`config.mk`:
```
export PLATFORM = sky130hd
export DESIGN_NAME = trig_event_capture_flat
export DESIGN_NICKNAME = d
export VERILOG_FILES = /design/src/rtl/trig_event_capture_pkg.sv /design/src/rtl/trig_event_capture_if.sv /design/src/rtl/trig_event_capture_chan.sv /design/src/rtl/trig_event_capture.sv /design/src/flat_wrapper.sv
export SDC_FILE = /design/constraint.sdc
export NUM_CORES = 1
export LEC_CHECK = 0
export ABC_AREA = 1
export BUFFER_PORTS_ARGS = -buffer_cell sky130_fd_sc_hd__buf_4
export CORE_MARGIN = 8
export CORE_UTILIZATION = 64
export CTS_CLUSTER_DIAMETER = 40
export DETAILED_ROUTE_END_ITERATION = 16
export GPL_ROUTABILITY_DRIVEN = 0
export PLACE_DENSITY = 0.86
export SETUP_SLACK_MARGIN = 0.5
export SLEW_MARGIN = 20
export SYNTH_ARGS = -nofsm -noshare
export SYNTH_HDL_FRONTEND = slang
export SYNTH_SLANG_ARGS = --single-unit
export TNS_END_PERCENT = 10
```
`constraint.sdc`:
```
create_clock -name clk -period 12.5 [get_ports clk]
set_clock_uncertainty 0.1 [all_clocks]
set_input_delay 0.625 -clock clk [delete_from_list [all_inputs] [get_ports clk]]
set_output_delay 0.625 -clock clk [all_outputs]
set_load 0.005 [all_outputs]
```
`src/rtl/trig_event_capture_pkg.sv`:
```
// Shared constants and helpers for the event-to-trigger capture block.
// Latency: n/a (declarations only).
// Backpressure: n/a (declarations only).
package trig_event_pkg;

    localparam int N_DEF      = 16;
    localparam int HOLD_W_DEF = 8;
    localparam int MISS_W_DEF = 16;

    // Saturation value of the missed-event counter.
    localparam logic [MISS_W_DEF-1:0] MISS_MAX = '1;

    // Width needed to hold a count of 0..N_DEF set bits.
    localparam int CNT_W = $clog2(N_DEF + 1);

    // Number of set bits in an N_DEF-wide vector.
    function automatic logic [CNT_W-1:0] popcount(input logic [N_DEF-1:0] v);
        logic [CNT_W-1:0] c;
        c = '0;
        for (int i = 0; i < N_DEF; i++) begin
            c = c + CNT_W'(v[i]);
        end
        return c;
    endfunction

endpackage

```
`src/rtl/trig_event_capture_if.sv`:
```
// Bundles the event inputs, host controls and trigger/status outputs.
// Latency: n/a (wiring only).
// Backpressure: none; all signals are single-cycle pulses or levels.
interface trig_event_capture_if
    import trig_event_pkg::*;
#(
    parameter int N      = N_DEF,
    parameter int HOLD_W = HOLD_W_DEF,
    parameter int MISS_W = MISS_W_DEF
);
    logic [N-1:0]      evt_in;
    logic [N-1:0]      en;
    logic [HOLD_W-1:0] holdoff;
    logic [N-1:0]      ack;
    logic              clr_missed;
    logic [N-1:0]      trig_out;
    logic [N-1:0]      pending;
    logic [N-1:0]      overrun;
    logic [MISS_W-1:0] missed_cnt;
    logic              any_pending;

    // Status/counter logic and host endpoints drive the inputs.
    modport master (
        output evt_in, en, holdoff, ack, clr_missed,
        input  trig_out, pending, overrun, missed_cnt, any_pending
    );

    // The capture block consumes inputs and produces triggers/status.
    modport slave (
        input  evt_in, en, holdoff, ack, clr_missed,
        output trig_out, pending, overrun, missed_cnt, any_pending
    );
endinterface

```
`src/rtl/trig_event_capture_chan.sv`:
```
// One channel: rising-edge detect, holdoff rate limit, sticky pending/overrun.
// Latency: trig_o is high for the single cycle after the edge that saw the rise.
// Backpressure: none; rises inside the holdoff window are dropped and flagged.
module trig_event_chan
    import trig_event_pkg::*;
#(
    parameter int HOLD_W = HOLD_W_DEF
) (
    input  logic              clk,
    input  logic              reset,
    input  logic              evt_i,
    input  logic              en_i,
    input  logic              ack_i,
    input  logic [HOLD_W-1:0] holdoff_i,
    output logic              trig_o,
    output logic              pending_o,
    output logic              overrun_o,
    output logic              drop_o
);
    logic              evt_q, evt_d;
    logic [HOLD_W-1:0] hcnt_q, hcnt_d;
    logic              trig_q, trig_d;
    logic              pend_q, pend_d;
    logic              ovr_q, ovr_d;
    logic              rise, hzero, fire, drop;

    // Edge detect, fire/drop decision and next-state for all channel state.
    always_comb begin
        rise   = evt_i & ~evt_q;
        hzero  = (hcnt_q == '0);
        fire   = rise & en_i & hzero;
        drop   = rise & en_i & ~hzero;
        evt_d  = evt_i;
        trig_d = fire;
        hcnt_d = hcnt_q;
        if (fire) begin
            hcnt_d = holdoff_i;
        end else if (!hzero) begin
            hcnt_d = hcnt_q - HOLD_W'(1);
        end
        // A new fire/drop in the same cycle as an ack keeps the flag set.
        pend_d = fire | (pend_q & ~ack_i);
        ovr_d  = drop | (ovr_q & ~ack_i);
    end

    // Channel registers; evt_q resets high so levels already up at release do not fire.
    always_ff @(posedge clk or posedge reset) begin
        if (reset) begin
            evt_q  <= 1'b1;
            hcnt_q <= '0;
            trig_q <= 1'b0;
            pend_q <= 1'b0;
            ovr_q  <= 1'b0;
        end else begin
            evt_q  <= evt_d;
            hcnt_q <= hcnt_d;
            trig_q <= trig_d;
            pend_q <= pend_d;
            ovr_q  <= ovr_d;
        end
    end

    assign trig_o    = trig_q;
    assign pending_o = pend_q;
    assign overrun_o = ovr_q;
    assign drop_o    = drop;
endmodule

```
`src/rtl/trig_event_capture.sv`:
```
// Level events to one-cycle trigger pulses with holdoff, sticky flags and a missed counter.
// Latency: one cycle from rising edge to trig_out; flags and counter update on the same edge.
// Backpressure: none; events arriving during holdoff are dropped and counted (saturating).
module trig_event_capture
    import trig_event_pkg::*;
#(
    parameter int N      = N_DEF,
    parameter int HOLD_W = HOLD_W_DEF,
    parameter int MISS_W = MISS_W_DEF
) (
    input  logic                 clk,
    input  logic                 reset,
    trig_event_capture_if.slave  bus
);
    logic [N-1:0]      trig_w, pend_w, ovr_w, drop_w;
    logic [CNT_W-1:0]  drop_cnt;
    logic [MISS_W-1:0] miss_base;
    logic [MISS_W:0]   miss_sum;
    logic [MISS_W-1:0] miss_q, miss_d;

    for (genvar i = 0; i < N; i++) begin : g_chan
        trig_event_chan #(.HOLD_W(HOLD_W)) u_chan (
            .clk       (clk),
            .reset     (reset),
            .evt_i     (bus.evt_in[i]),
            .en_i      (bus.en[i]),
            .ack_i     (bus.ack[i]),
            .holdoff_i (bus.holdoff),
            .trig_o    (trig_w[i]),
            .pending_o (pend_w[i]),
            .overrun_o (ovr_w[i]),
            .drop_o    (drop_w[i])
        );
    end

    // Clear takes effect before this cycle's drops are added; one extra bit catches overflow.
    always_comb begin
        drop_cnt  = popcount(N_DEF'(drop_w));
        miss_base = bus.clr_missed ? '0 : miss_q;
        miss_sum  = {1'b0, miss_base} + (MISS_W + 1)'(drop_cnt);
        miss_d    = miss_sum[MISS_W] ? {MISS_W{1'b1}} : miss_sum[MISS_W-1:0];
    end

    // Missed-event counter register.
    always_ff @(posedge clk or posedge reset) begin
        if (reset) begin
            miss_q <= '0;
        end else begin
            miss_q <= miss_d;
        end
    end

    assign bus.trig_out    = trig_w;
    assign bus.pending     = pend_w;
    assign bus.overrun     = ovr_w;
    assign bus.missed_cnt  = miss_q;
    assign bus.any_pending = |pend_w;
endmodule

```
`src/flat_wrapper.sv`:
```
// flat-port wrapper written by rule: the top's interface ports become plain ports
module trig_event_capture_flat import trig_event_pkg::*;
#(
    parameter int N      = N_DEF,
    parameter int HOLD_W = HOLD_W_DEF,
    parameter int MISS_W = MISS_W_DEF
)
  (clk, reset, bus_evt_in, bus_en, bus_holdoff, bus_ack, bus_clr_missed, bus_trig_out, bus_pending, bus_overrun, bus_missed_cnt, bus_any_pending);
  trig_event_capture_if #(.N(N), .HOLD_W(HOLD_W), .MISS_W(MISS_W)) bus_i ();
  input  logic clk;
  input  logic reset;
  input wire logic [$bits(bus_i.evt_in)-1:0] bus_evt_in;
  input wire logic [$bits(bus_i.en)-1:0] bus_en;
  input wire logic [$bits(bus_i.holdoff)-1:0] bus_holdoff;
  input wire logic [$bits(bus_i.ack)-1:0] bus_ack;
  input wire logic [$bits(bus_i.clr_missed)-1:0] bus_clr_missed;
  output wire logic [$bits(bus_i.trig_out)-1:0] bus_trig_out;
  output wire logic [$bits(bus_i.pending)-1:0] bus_pending;
  output wire logic [$bits(bus_i.overrun)-1:0] bus_overrun;
  output wire logic [$bits(bus_i.missed_cnt)-1:0] bus_missed_cnt;
  output wire logic [$bits(bus_i.any_pending)-1:0] bus_any_pending;
  assign bus_i.evt_in = bus_evt_in;
  assign bus_i.en = bus_en;
  assign bus_i.holdoff = bus_holdoff;
  assign bus_i.ack = bus_ack;
  assign bus_i.clr_missed = bus_clr_missed;
  assign bus_trig_out = bus_i.trig_out;
  assign bus_pending = bus_i.pending;
  assign bus_overrun = bus_i.overrun;
  assign bus_missed_cnt = bus_i.missed_cnt;
  assign bus_any_pending = bus_i.any_pending;
  trig_event_capture #(.N(N), .HOLD_W(HOLD_W), .MISS_W(MISS_W)) u_core (.clk(clk), .reset(reset), .bus(bus_i));
endmodule
```
== Word level (Yosys, flattened, before mapping) ==
Cells that the tools add are included.

* Flip-flop bits (word level): 208
* Output and inout port bits: 65
* Logic and storage cells: 356

* $add $sub $neg: 32
* Equal/unequal tests: 16
* Multiplexer cells: 34
* Bitwise gates (word level): 176
* Reduce and logical (&&, ||, !) cells: 17

{| class="wikitable"
|+ Operators with widths
! cell !! number
|-
| 2-to-1 mux 8 bit || 32
|-
| zero test 8 bit || 16
|-
| subtractor 8 x 1 -> 8 bit, second input constant || 16
|-
| AND 1 bit || 96
|-
| adder 5 x 1 -> 5 bit || 14
|-
| inverter 1 bit || 48
|-
| 2-to-1 mux 16 bit || 2
|-
| inequality test 2 bit, second input constant || 16
|-
| OR 1 bit || 32
|-
| adder 16 x 5 -> 17 bit || 1
|-
| OR reduction 16 bit || 1
|-
| adder 1 x 1 -> 2 bit || 1
|}

== Depth between registers and ports, before layout ==
Gate-level depths: netlist (run 1).

* Word-level depth: 21
* Mapped depth: 29
* Gate-level depth less buffers: 29

== Hierarchy ==
From an unflattened synthesis (run 1), not the netlist that was laid out.

* Cell total of the unflattened synthesis: 1599
* Area total of the unflattened synthesis: 12389.4 um2

{| class="wikitable"
|+ Modules (own cells, without submodules)
! module !! instances !! cells each !! area each (um2)
|-
| trig_event_chan || 16 || 86 || 669.4
|-
| trig_event_capture || 1 || 223 || 1679.1
|}

== Worst setup path before layout (run 1) ==
OpenSTA, ideal clock, no wires.

* Kind: flip-flop to flip-flop
* Start point: register u_core.g_chan[1].u_chan.hcnt_q[0]
* End point: register u_core.miss_q[7], in the netlist u_core.bus.missed_cnt[7]
* Setup time: 123 ps
* Arrival: 5509 ps
* Data required time: 12277 ps
* Slack: 6768 ps
* Stages on the path, launching flop included: 24
* Buffers on the path: 2
* Clock period less this slack: 5732 ps
* Cells stage by stage: dfrtp_1 -> inv_1 -> ha_1 -> nand3_1 -> nor2_1 -> buf_2 -> nor2_1 -> ha_1 -> inv_1 -> fa_1 -> fa_1 -> fa_1 -> inv_1 -> fa_1 -> fa_1 -> fa_1 -> fa_1 -> nand3_1 -> nand3_1 -> nand2_2 -> nand2_2 -> nand2_4 -> buf_6 -> nand3_2

* Cells in the longest elaborated chain, start to end: 20

{| class="wikitable"
|+ Ends and longest elaborated chain
! what !! RTL line !! text
|-
| start, declared || trig_event_capture_chan.sv:21 || <nowiki>logic [HOLD_W-1:0] hcnt_q, hcnt_d;</nowiki>
|-
| start signal, assigned || trig_event_capture_chan.sv:56 || <nowiki>hcnt_q <= hcnt_d;</nowiki>
|-
| zero test 8 bit || trig_event_capture_chan.sv:30 || <nowiki>hzero = (hcnt_q == '0);</nowiki>
|-
| inverter 1 bit || trig_event_capture_chan.sv:32 || <nowiki>drop = rise & en_i & ~hzero;</nowiki>
|-
| AND 1 bit || trig_event_capture_chan.sv:32 ||
|-
| adder 1 x 1 -> 2 bit || trig_event_capture_pkg.sv:21 || <nowiki>c = c + CNT_W'(v[i]);</nowiki>
|-
| adder 5 x 1 -> 5 bit (14 in a row) || trig_event_capture_pkg.sv:21 ||
|-
| adder 16 x 5 -> 17 bit || trig_event_capture.sv:40 || <nowiki>miss_sum = {1'b0, miss_base} + (MISS_W + 1)'(drop_cnt);</nowiki>
|-
| 2-to-1 mux 16 bit || trig_event_capture.sv:41 || <nowiki>miss_d = miss_sum[MISS_W] ? {MISS_W{1'b1}} : miss_sum[MISS_W-1:0];</nowiki>
|-
| named net u_core.miss_d[7] || trig_event_capture.sv:19 || <nowiki>logic [MISS_W-1:0] miss_q, miss_d;</nowiki>
|-
| end signal, assigned || trig_event_capture.sv:49 || <nowiki>miss_q <= miss_d;</nowiki>
|-
| end, declared || trig_event_capture.sv:19 ||
|}

The timed path passes the listed nets, and every way through them passes these cells.
A chain may end at the register's enable or synchronous reset.

== Final worst setup path (run 1) ==
* Start point: register u_core.g_chan[1].u_chan.hcnt_q[0]
* End point: register u_core.miss_q[4], in the netlist u_core.bus.missed_cnt[4]

The elaborated chain is that of the path after synthesis.

==> results.txt, run 1 <==
Yosys top cell area share -> 0.4033
Core ar. -> 18460 sq um
Drt pass-1 iters -> 5
Postcts setup bufs -> 0
Die area -> 23230 sq um
Total CTS buffers -> 31
Synth warnings -> 0
GRT overflow -> 0
N_diodes -> 0
Max Fanout on Critical Path -> 15
Port Buffer Count -> 123
Net count after synthesis -> 1624
Avg Cell Area, Syn -> 7.848 sq um
Nets@finish -> 1715
Worst-Skew Late Latency -> 0.56 ns
CTS max path bufs -> 3
Crit path DAT -> 6.60 ns
I/O pin cnt -> 124
Chip height -> 152.4 um
Critical Path RT -> 12.83 ns
Clock transition at the registers of the reported paths -> 0.06 ns
Drc violations -> 0
Cts hold-fix bufs -> 0
Post-synthesis cell area -> 11910 sq um
Area leader, netlist -> dfrtp_1
H-tree depth -> 1
Vias in the first global route -> 10160
Cell count after synthesis -> 1518
Dpl hpwl -> 20480 um
Transition time at the pin with the least slew margin -> 0.8301 ns
Crit path time final -> 6.276 ns
Seq/Total Area, Yosys -> 0.4386
Period Utilization, post-route -> 0.5021
Distinct cells, synth -> 39
Post-synth EDFFs -> 0
Status -> finished clean
CP peak stage delay -> 0.55 ns
DRT Wirelength -> 29830 um
Avg WL per Cell -> 15.97 um
Setup crit start kind -> flop
#FFs+latches synth -> 208
Hold WC Path Type -> in -> reg
Layout area overhead -> 14.92%
Worst Path Buf+Inv -> 3
Critical Path Sink Type -> flop
Initial DRC count -> 688
Final setup vio count -> 0
First-pass GRT wire length -> 48900 um
CP cell instances -> inv_1 > ha_1 > nand3_1 > nor2_1 > nor2_1 > ha_1 > inv_1 > fa_1 > fa_1 > fa_1 > inv_1 > fa_1 > fa_1 > fa_1 > xor2_1 > ha_1 > nand3_1 > nand3_1 > nand2_2 > nand2_2 > nand2_4 > nand3_2
VDD IR-drop max -> 0.1280 mV
Max-Cap Viols -> 0
CTS root buf -> clkbuf_16
Hold Vio Cnt, Final -> 0
Top delay family on crit path -> adder cells
Synth area leaders -> dfrtp_1, nand2_1, inv_1, nand3_1, nor2_1
Vias -> 10300
CTS sink count -> 208
CTS tree -> built
Via density -> 5.513
Slew Limit Headroom -> 0.4460
Top cell by count, worst path -> fa_1
Top FF cell, synth -> dfrtp_1
Slew Limit Fails -> 0
Layout cells sized above 1 -> 0.1585
Total negative slack -> 0 ns
Initial Util -> 0.6455
Slowest-stage cell, CP -> fa_1
Dpl cell area -> 12670 sq um
Rows -> 50
Power density cells -> 128.8 nW/um^2
Largest net degree at the start of global routing -> 151
Synth async-reset ratio -> 1.000
Total track usage -> 0.2516
Worst hold slack -> 0.07314 ns
Initial antenna violation count -> 0
Final instance area -> 13690 sq um
Remaining antenna violation count -> 0
Most common cell after layout, fill and taps aside -> nand2_1
Commonest non-fill, non-tap cells in the layout -> nand2_1, inv_1, dfrtp_1
F_max -> 0.1593 GHz
Leakage -> 7.052 nW
Die X -> 152.4 um
RSZ-0062 raised after global routing -> false
Cts repair resizes -> 0
WS Path Type -> reg -> reg
==> logic make-up (layout without fill, tap and decap cells) <==
kind of cell	count (synthesis)	in the layout	share of synthesized area
XOR/XNOR	32	32	0.02353
buffers and inverters	349	465	0.1293
AND/OR/NAND/NOR	713	713	0.2718
adder cells (fa/ha/maj)	47	47	0.05630
AO/OA/AOI/OAI	169	169	0.08045
flip-flops	208	208	0.4386
==> registers in the layout, summed over array words and instances (netlist names) <==
| name | count |
|---|---|
| u_core.g_chan.u_chan.pending_o | 16 |
| u_core.bus.missed_cnt | 16 |
| u_core.g_chan.u_chan.trig_o | 16 |
| u_core.g_chan.u_chan.overrun_o | 16 |
| u_core.g_chan.u_chan.hcnt_q | 128 |
| u_core.g_chan.u_chan.evt_q | 16 |
==> synth_stat cells (7+ instances only) <==
| cell type | instances |
|---|---|
| nand2_1 | 308 |
| inv_1 | 280 |
| dfrtp_1 | 192 |
| nand3_1 | 170 |
| nor2_1 | 143 |
| o21ai_0 | 105 |
| buf_4 | 48 |
| ha_1 | 36 |
| o211ai_1 | 33 |
| xor2_1 | 24 |
| o22ai_1 | 18 |
| dfstp_2 | 16 |
| nand4_1 | 15 |
| nand2_2 | 14 |
| or2_2 | 13 |
| fa_1 | 11 |
| clkbuf_1 | 10 |
| nor2_2 | 10 |
| a21oi_1 | 8 |
| nand3b_1 | 8 |
| nor2_4 | 8 |
| xnor2_1 | 8 |
| nand3_2 | 7 |
==> cell type report <==
class / count / area [sq um]
tap: 234 / 292.8
multi-input combinational: 961 / 5147
clock inverter: 22 / 186.4
inverter: 282 / 1076
sequential: 208 / 5225
clock buffer: 36 / 824.5
timing repair buffer: 125 / 938.4
fill: 1345 / 4765
==> where the power goes <==
group | leakage, nW | internal (mW) | switching [mW] | total (mW)
logic | 4.12 | 0.0820 | 0.126 | 0.208
registers | 2.43 | 0.707 | 0.0188 | 0.726
clock network | 0.495 | 0.485 | 0.344 | 0.829
==> worst reg2reg max path, stage by stage (launching register included) <==
cell and delay, ns:
dfrtp_1 0.39, inv_1 0.12, ha_1 0.15, nand3_1 0.07, nor2_1 0.47, nor2_1 0.09
ha_1 0.30, inv_1 0.05, fa_1 0.52, fa_1 0.55, fa_1 0.55, inv_1 0.06
fa_1 0.51, fa_1 0.46, fa_1 0.41, xor2_1 0.18, ha_1 0.37, nand3_1 0.13
nand3_1 0.16, nand2_2 0.13, nand2_2 0.07, nand2_4 0.20, nand3_2 0.10
==> routing by layer <==
layer  GRT usage  vias up  share of wire
li1            -     4939              -
met1      0.3127     4907           0.41
met2      0.4385      392           0.49
met3     0.04226       60          0.072
met4     0.08483        0          0.026
met5           0        -              0
==> per-stage QoR <==
| step | total power [mW] | utilization | setup WS [ns] | instances |
|---|---|---|---|---|
| CTS | 1.768 | 0.7416 | 6.207 | 1868 |
| detailed placement | 0.9446 | 0.6868 | 6.211 | 1810 |
| finish | 1.763 | 0.7418 | 6.224 | 1868 |
| global route | 1.835 | 0.7418 | 5.858 | 1868 |
| global placement | 0.9387 | 0.6868 | 6.354 | 1810 |
| floorplan | 0.8775 | - | 6.121 | 1518 |
==> path summary, 6_finish.rpt <==
| check | from | end | slack, ns | cells past startpoint |
|---|---|---|---|---|
| setup / recovery | u_core.g_chan[1].u_chan.hcnt_q[0] | u_core.bus.missed_cnt[4] | 6.22 | 22 |
| hold / removal | bus_evt_in[3] | u_core.g_chan[3].u_chan.evt_q | 0.07 | 1 |
| setup reg to reg | u_core.g_chan[1].u_chan.hcnt_q[0] | u_core.bus.missed_cnt[4] | 6.22 | 22 |
| hold reg to reg | u_core.g_chan[0].u_chan.hcnt_q[7] | u_core.g_chan[0].u_chan.hcnt_q[7] | 0.39 | 2 |
| max in group asynchronous | reset | u_core.g_chan[4].u_chan.hcnt_q[7] | 10.91 | 3 |
| min in group asynchronous | reset | u_core.g_chan[0].u_chan.pending_o | 0.09 | 2 |
Note: power is estimated with default switching activity, not from simulation.
==> run 2: changes to the inputs <==
CORE_UTILIZATION = 60   (was 64)
PLACE_DENSITY = 0.81   (was 0.86)
clock period = 6.13 ns   (was 12.5 ns; I/O delays follow)
==> run 2 against run 1 <==
Compared with the run above: worst setup slack got worse by 5.7 ns; power increased by 130%; final area increased by 7.7%; critical endpoint is now u_core.bus.missed_cnt[15]; largest power group unchanged.
==> results.txt, run 2 (synthesis results as in run 1) <==
Crit path DAT -> 5.93 ns
Remaining antenna violation count -> 0
Final setup vio count -> 0
Layout Utilization -> 0.7578
CTS tree -> built
Slowest-stage cell, CP -> fa_2
Worst r2r src -> u_core.g_chan[0].u_chan.hcnt_q[1]
Dpl hpwl -> 21010 um
First-pass GRT wire length -> 51250 um
Hold Path Depth -> 3
Vias -> 10730
Final instance area -> 14750 sq um
Rows -> 51
Max-Cap Viols -> 0
RSZ-0062 raised after global routing -> true
Chip height -> 156.9 um
Crit path time final -> 5.646 ns
CTS max path bufs -> 3
Status -> finished clean
Top delay family on crit path -> adder cells
Core ar. -> 19460 sq um
Total Power -> 3.984 mW
Clock transition at the registers of the reported paths -> 0.05 ns
Place WS -> -0.05991 ns
Slack of the critical path -> 0.4843 ns
Most common cell after layout, fill and taps aside -> nand2_1
Critical Path RT -> 6.41 ns
Dpl cell area -> 12760 sq um
F_max -> 0.1771 GHz
DRT Wirelength -> 32760 um
Layout cells sized above 1 -> 0.2008
Worst-Skew Late Latency -> 0.50 ns
N_diodes -> 0
Drt pass-1 iters -> 5
Leakage -> 7.494 nW
Vias in the first global route -> 10500
Top reg by flops -> u_core.g_chan.u_chan.hcnt_q
Setup slack, reg-to-reg -> 0.48 ns
Via density -> 5.452
Transition time at the pin with the least slew margin -> 0.9332 ns
CTS root buf -> clkbuf_16
Port Buffer Count -> 123
Initial Util -> 0.6121
Die X -> 156.9 um
Die area -> 24620 sq um
H-tree depth -> 2
Drc violations -> 0
Slew Limit Fails -> 0
WS Path Type -> reg -> reg
I/O pin cnt -> 124
Commonest non-fill, non-tap cells in the layout -> nand2_1, inv_1, dfrtp_1
Max Fanout on Critical Path -> 6
Worst hold slack -> 0.05676 ns
Power density cells -> 270.2 nW/um^2
VDD IR-drop max -> 0.1861 mV
Period Utilization, post-route -> 0.9210
Total track usage -> 0.2596
Hold WC Path Type -> in -> reg
Initial antenna violation count -> 0
Max reg flops -> 128
CP peak stage delay -> 0.63 ns
Nets@finish -> 1783
Worst R2R Path Depth -> 25
Setup crit start kind -> flop
Slew Limit Headroom -> 0.3779
Initial DRC count -> 786
R2R Path End -> u_core.bus.missed_cnt[15]
HP Start -> bus_holdoff[7]
Avg WL per Cell -> 16.64 um
Hold endpoint -> u_core.g_chan[6].u_chan.hcnt_q[7]
CTS sink count -> 208
Layout area overhead -> 23.80%
Largest net degree at the start of global routing -> 79
Total CTS buffers -> 34
Worst Path Buf+Inv -> 5
GRT overflow -> 0
Critical Path Sink Type -> flop
Hold Vio Cnt, Final -> 0
==> run 2: stage by stage <==
| step | cells | TNS (ns) |
|---|---|---|
| after CTS | 1952 | 0 |
| final | 1968 | 0 |
| after floorplan | 1518 | 0 |
| after global placement | 1848 | 0 |
| after global routing | 1968 | 0 |
| after detailed placement | 1848 | -0.4082 |
==> run 2: tightest hold or removal path, delay by kind of cell <==
kind	cells	cell delay [ns]
buffers and inverters	1	0.18
and+or+nand+nor	2	0.13
==> run 2: area by class of cell <==
type                            instances  area [sq um]
Clock buffer                           42         974.7
Inverter                              282          1072
Multi-Input combinational cell        962          5379
Fill cell                            1366          4715
Tap cell                              265         331.6
Clock inverter                         20         232.7
Timing Repair Buffer                  189          1533
Sequential cell                       208          5225
==> run 2: report_power, final <==
part / internal [mW] / switching (mW) / leakage, nW
registers: 1.44 / 0.0402 / 2.43
logic: 0.203 / 0.295 / 4.47
clock network: 1.31 / 0.696 / 0.587
==> run 2: worst max path at each step <==
| stage | start | to | slack, ns | cells after the start |
|---|---|---|---|---|
| global placement | u_core.g_chan[0].u_chan.hcnt_q[0] | u_core.bus.missed_cnt[9] | 0.13 | 23 |
| floorplan | u_core.g_chan[1].u_chan.hcnt_q[0] | u_core.bus.missed_cnt[7] | 0.40 | 23 |
| finish | u_core.g_chan[0].u_chan.hcnt_q[1] | u_core.bus.missed_cnt[15] | 0.48 | 25 |
| CTS | u_core.g_chan[0].u_chan.hcnt_q[1] | u_core.bus.missed_cnt[6] | 0.51 | 24 |
| detailed placement | u_core.g_chan[0].u_chan.hcnt_q[0] | u_core.bus.missed_cnt[5] | -0.06 | 24 |
| global route | u_core.g_chan[9].u_chan.hcnt_q[1] | u_core.bus.missed_cnt[13] | 0.24 | 25 |
==> run 2: routing by layer <==
| layer | up-vias | share of wire | GRT usage |
|---|---|---|---|
| met5 | - | 0 | 0 |
| met4 | 0 | 0.034 | 0.09245 |
| li1 | 5085 | - | - |
| met3 | 100 | 0.074 | 0.04853 |
| met1 | 5102 | 0.40 | 0.3208 |
| met2 | 442 | 0.49 | 0.4474 |
==> run 2: timing repair <==
item / in CTS / in global routing
buffers inserted: 5 / 15
hold buffers: 36 / 0
cloned: 1 / 0
setup endpoints to repair: 16 / 16
pin swaps: 10 / 28
gates resized for setup: 16 / 52
hold endpoints to repair: 69 / 0
==> run 3: changes to the inputs <==
MAX_ROUTING_LAYER = met4   (was not set)
==> run 3 against run 2 <==
Compared with the run above: clock-buffer cell count did not move; largest cell class unchanged; via count rose by 0.11%; largest power group unchanged; worst hold slack got worse by 0.0024 ns; sequential cell count did not move; fmax fell by 0.36%.
==> results.txt, run 3 (synthesis results as in run 1) <==
VDD IR-drop max -> 0.1850 mV
Top delay family on crit path -> adder cells
Layout area overhead -> 23.80%
Area of the multi-input gates -> 5379 sq um
Hold WC Path Type -> in -> reg
Max reg flops -> 128
WS Path Type -> reg -> reg
Top reg by flops -> u_core.g_chan.u_chan.hcnt_q
GRT overflow -> 0
H-tree depth -> 2
RSZ-0062 raised after global routing -> true
Die area -> 24620 sq um
Layout cells sized above 1 -> 0.2008
Via density -> 5.458
Core ar. -> 19460 sq um
Placed Instances -> 1848
Slowest-stage cell, CP -> fa_2
Remaining antenna violation count -> 0
Final instance area -> 14750 sq um
Largest net degree at the start of global routing -> 79
Place WS -> -0.05991 ns
Drt pass-1 iters -> 6
Vias in the first global route -> 10520
Total CTS buffers -> 34
Worst hold slack -> 0.05432 ns
Slew Limit Headroom -> 0.3860
Die X -> 156.9 um
Initial Util -> 0.6121
Leakage -> 7.492 nW
CP peak stage delay -> 0.63 ns
Final setup vio count -> 0
Setup crit start kind -> flop
Critical Path Sink Type -> flop
F_max -> 0.1765 GHz
Total track usage -> 0.2671
Nets@finish -> 1783
Crit path time final -> 5.666 ns
Slack of the critical path -> 0.4638 ns
DRT Wirelength -> 32890 um
Avg WL per Cell -> 16.71 um
Hold Vio Cnt, Final -> 0
Fill cells -> 1367
Seq. cell area -> 5225 sq um
Crit path DAT -> 5.95 ns
First-pass GRT wire length -> 51270 um
Port Buffer Count -> 123
Initial antenna violation count -> 0
Dpl cell area -> 12760 sq um
Non-Filler Instances -> 1968
Period Utilization, post-route -> 0.9243
Worst Path Buf+Inv -> 5
Slew Limit Fails -> 0
CTS sink count -> 208
Initial DRC count -> 811
Total negative slack -> 0 ns
CTS tree -> built
Total Power -> 3.981 mW
Chip height -> 156.9 um
CTS root buf -> clkbuf_16
Max-Cap Viols -> 0
Worst-Skew Late Latency -> 0.51 ns
Status -> finished clean
N_diodes -> 0
Most common cell after layout, fill and taps aside -> nand2_1
Vias -> 10740
Transition time at the pin with the least slew margin -> 0.9210 ns
Critical Path RT -> 6.41 ns
Layout Utilization -> 0.7578
Dpl hpwl -> 21010 um
Clock transition at the registers of the reported paths -> 0.05 ns
CTS max path bufs -> 3
Commonest non-fill, non-tap cells in the layout -> nand2_1, inv_1, dfrtp_1
I/O pin cnt -> 124
Rows -> 51
Power density cells -> 270.0 nW/um^2
Drc violations -> 0
Max Fanout on Critical Path -> 6
run 3: layer usage:
layer  track usage  part of all wire  vias to the layer above
met4       0.09611             0.033                        0
met5             -                 0                        -
met3       0.04552             0.071                       91
li1              -                 -                     5082
met2        0.4458              0.50                      453
met1        0.3229              0.40                     5115
run 3: worst register-to-register path, stage by stage, from the launching register on:
cell     delay [ns]
dfrtp_1        0.40
inv_2          0.10
ha_4           0.15
nand2_4        0.06
inv_4          0.07
nand2_4        0.08
inv_4          0.08
nor2_4         0.04
ha_4           0.28
inv_2          0.04
fa_1           0.47
fa_2           0.63
fa_1           0.44
inv_2          0.08
fa_1           0.45
fa_2           0.41
fa_2           0.42
xor2_1         0.18
ha_2           0.43
nand3_2        0.12
nand3_2        0.13
nand2_2        0.10
nand2_4        0.11
nand2_1        0.06
nand2_1        0.08
nand3_2        0.06
run 3: timing repair:
item	4_1_cts	5_1_grt
buffers inserted	5	15
hold buffers	36	0
setup endpoints to repair	16	16
pin swaps	10	28
gates resized for setup	16	52
cloned	1	0
hold endpoints to repair	69	0
run 3: final timing paths:
path	slack (ns)	startpoint	to	cells after the start
max	0.46	u_core.g_chan[0].u_chan.hcnt_q[1]	u_core.bus.missed_cnt[15]	25
min	0.05	bus_holdoff[7]	u_core.g_chan[5].u_chan.hcnt_q[7]	3
max reg2reg	0.46	u_core.g_chan[0].u_chan.hcnt_q[1]	u_core.bus.missed_cnt[15]	25
min reg2reg	0.39	u_core.g_chan[3].u_chan.hcnt_q[1]	u_core.g_chan[3].u_chan.hcnt_q[1]	2
max in group asynchronous	4.35	reset	u_core.g_chan[3].u_chan.trig_o	4
min in group asynchronous	0.30	reset	u_core.g_chan[2].u_chan.trig_o	3
run 3: layout make-up:
| type | count | area share |
|---|---|---|
| multi-input combinational | 962 | 0.3647 |
| sequential | 208 | 0.3543 |
| timing repair buffer | 189 | 0.1039 |
| inverter | 282 | 0.07271 |
| clock buffer | 42 | 0.06609 |
| tap | 265 | 0.02248 |
| clock inverter | 20 | 0.01578 |
run 3: power by group:
group / internal (mW) / switching (mW) / total (mW)
Combinational: 0.203 / 0.296 / 0.499
Clock: 1.31 / 0.692 / 2.00
Sequential: 1.44 / 0.0399 / 1.48
Total: 2.95 / 1.03 / 3.98
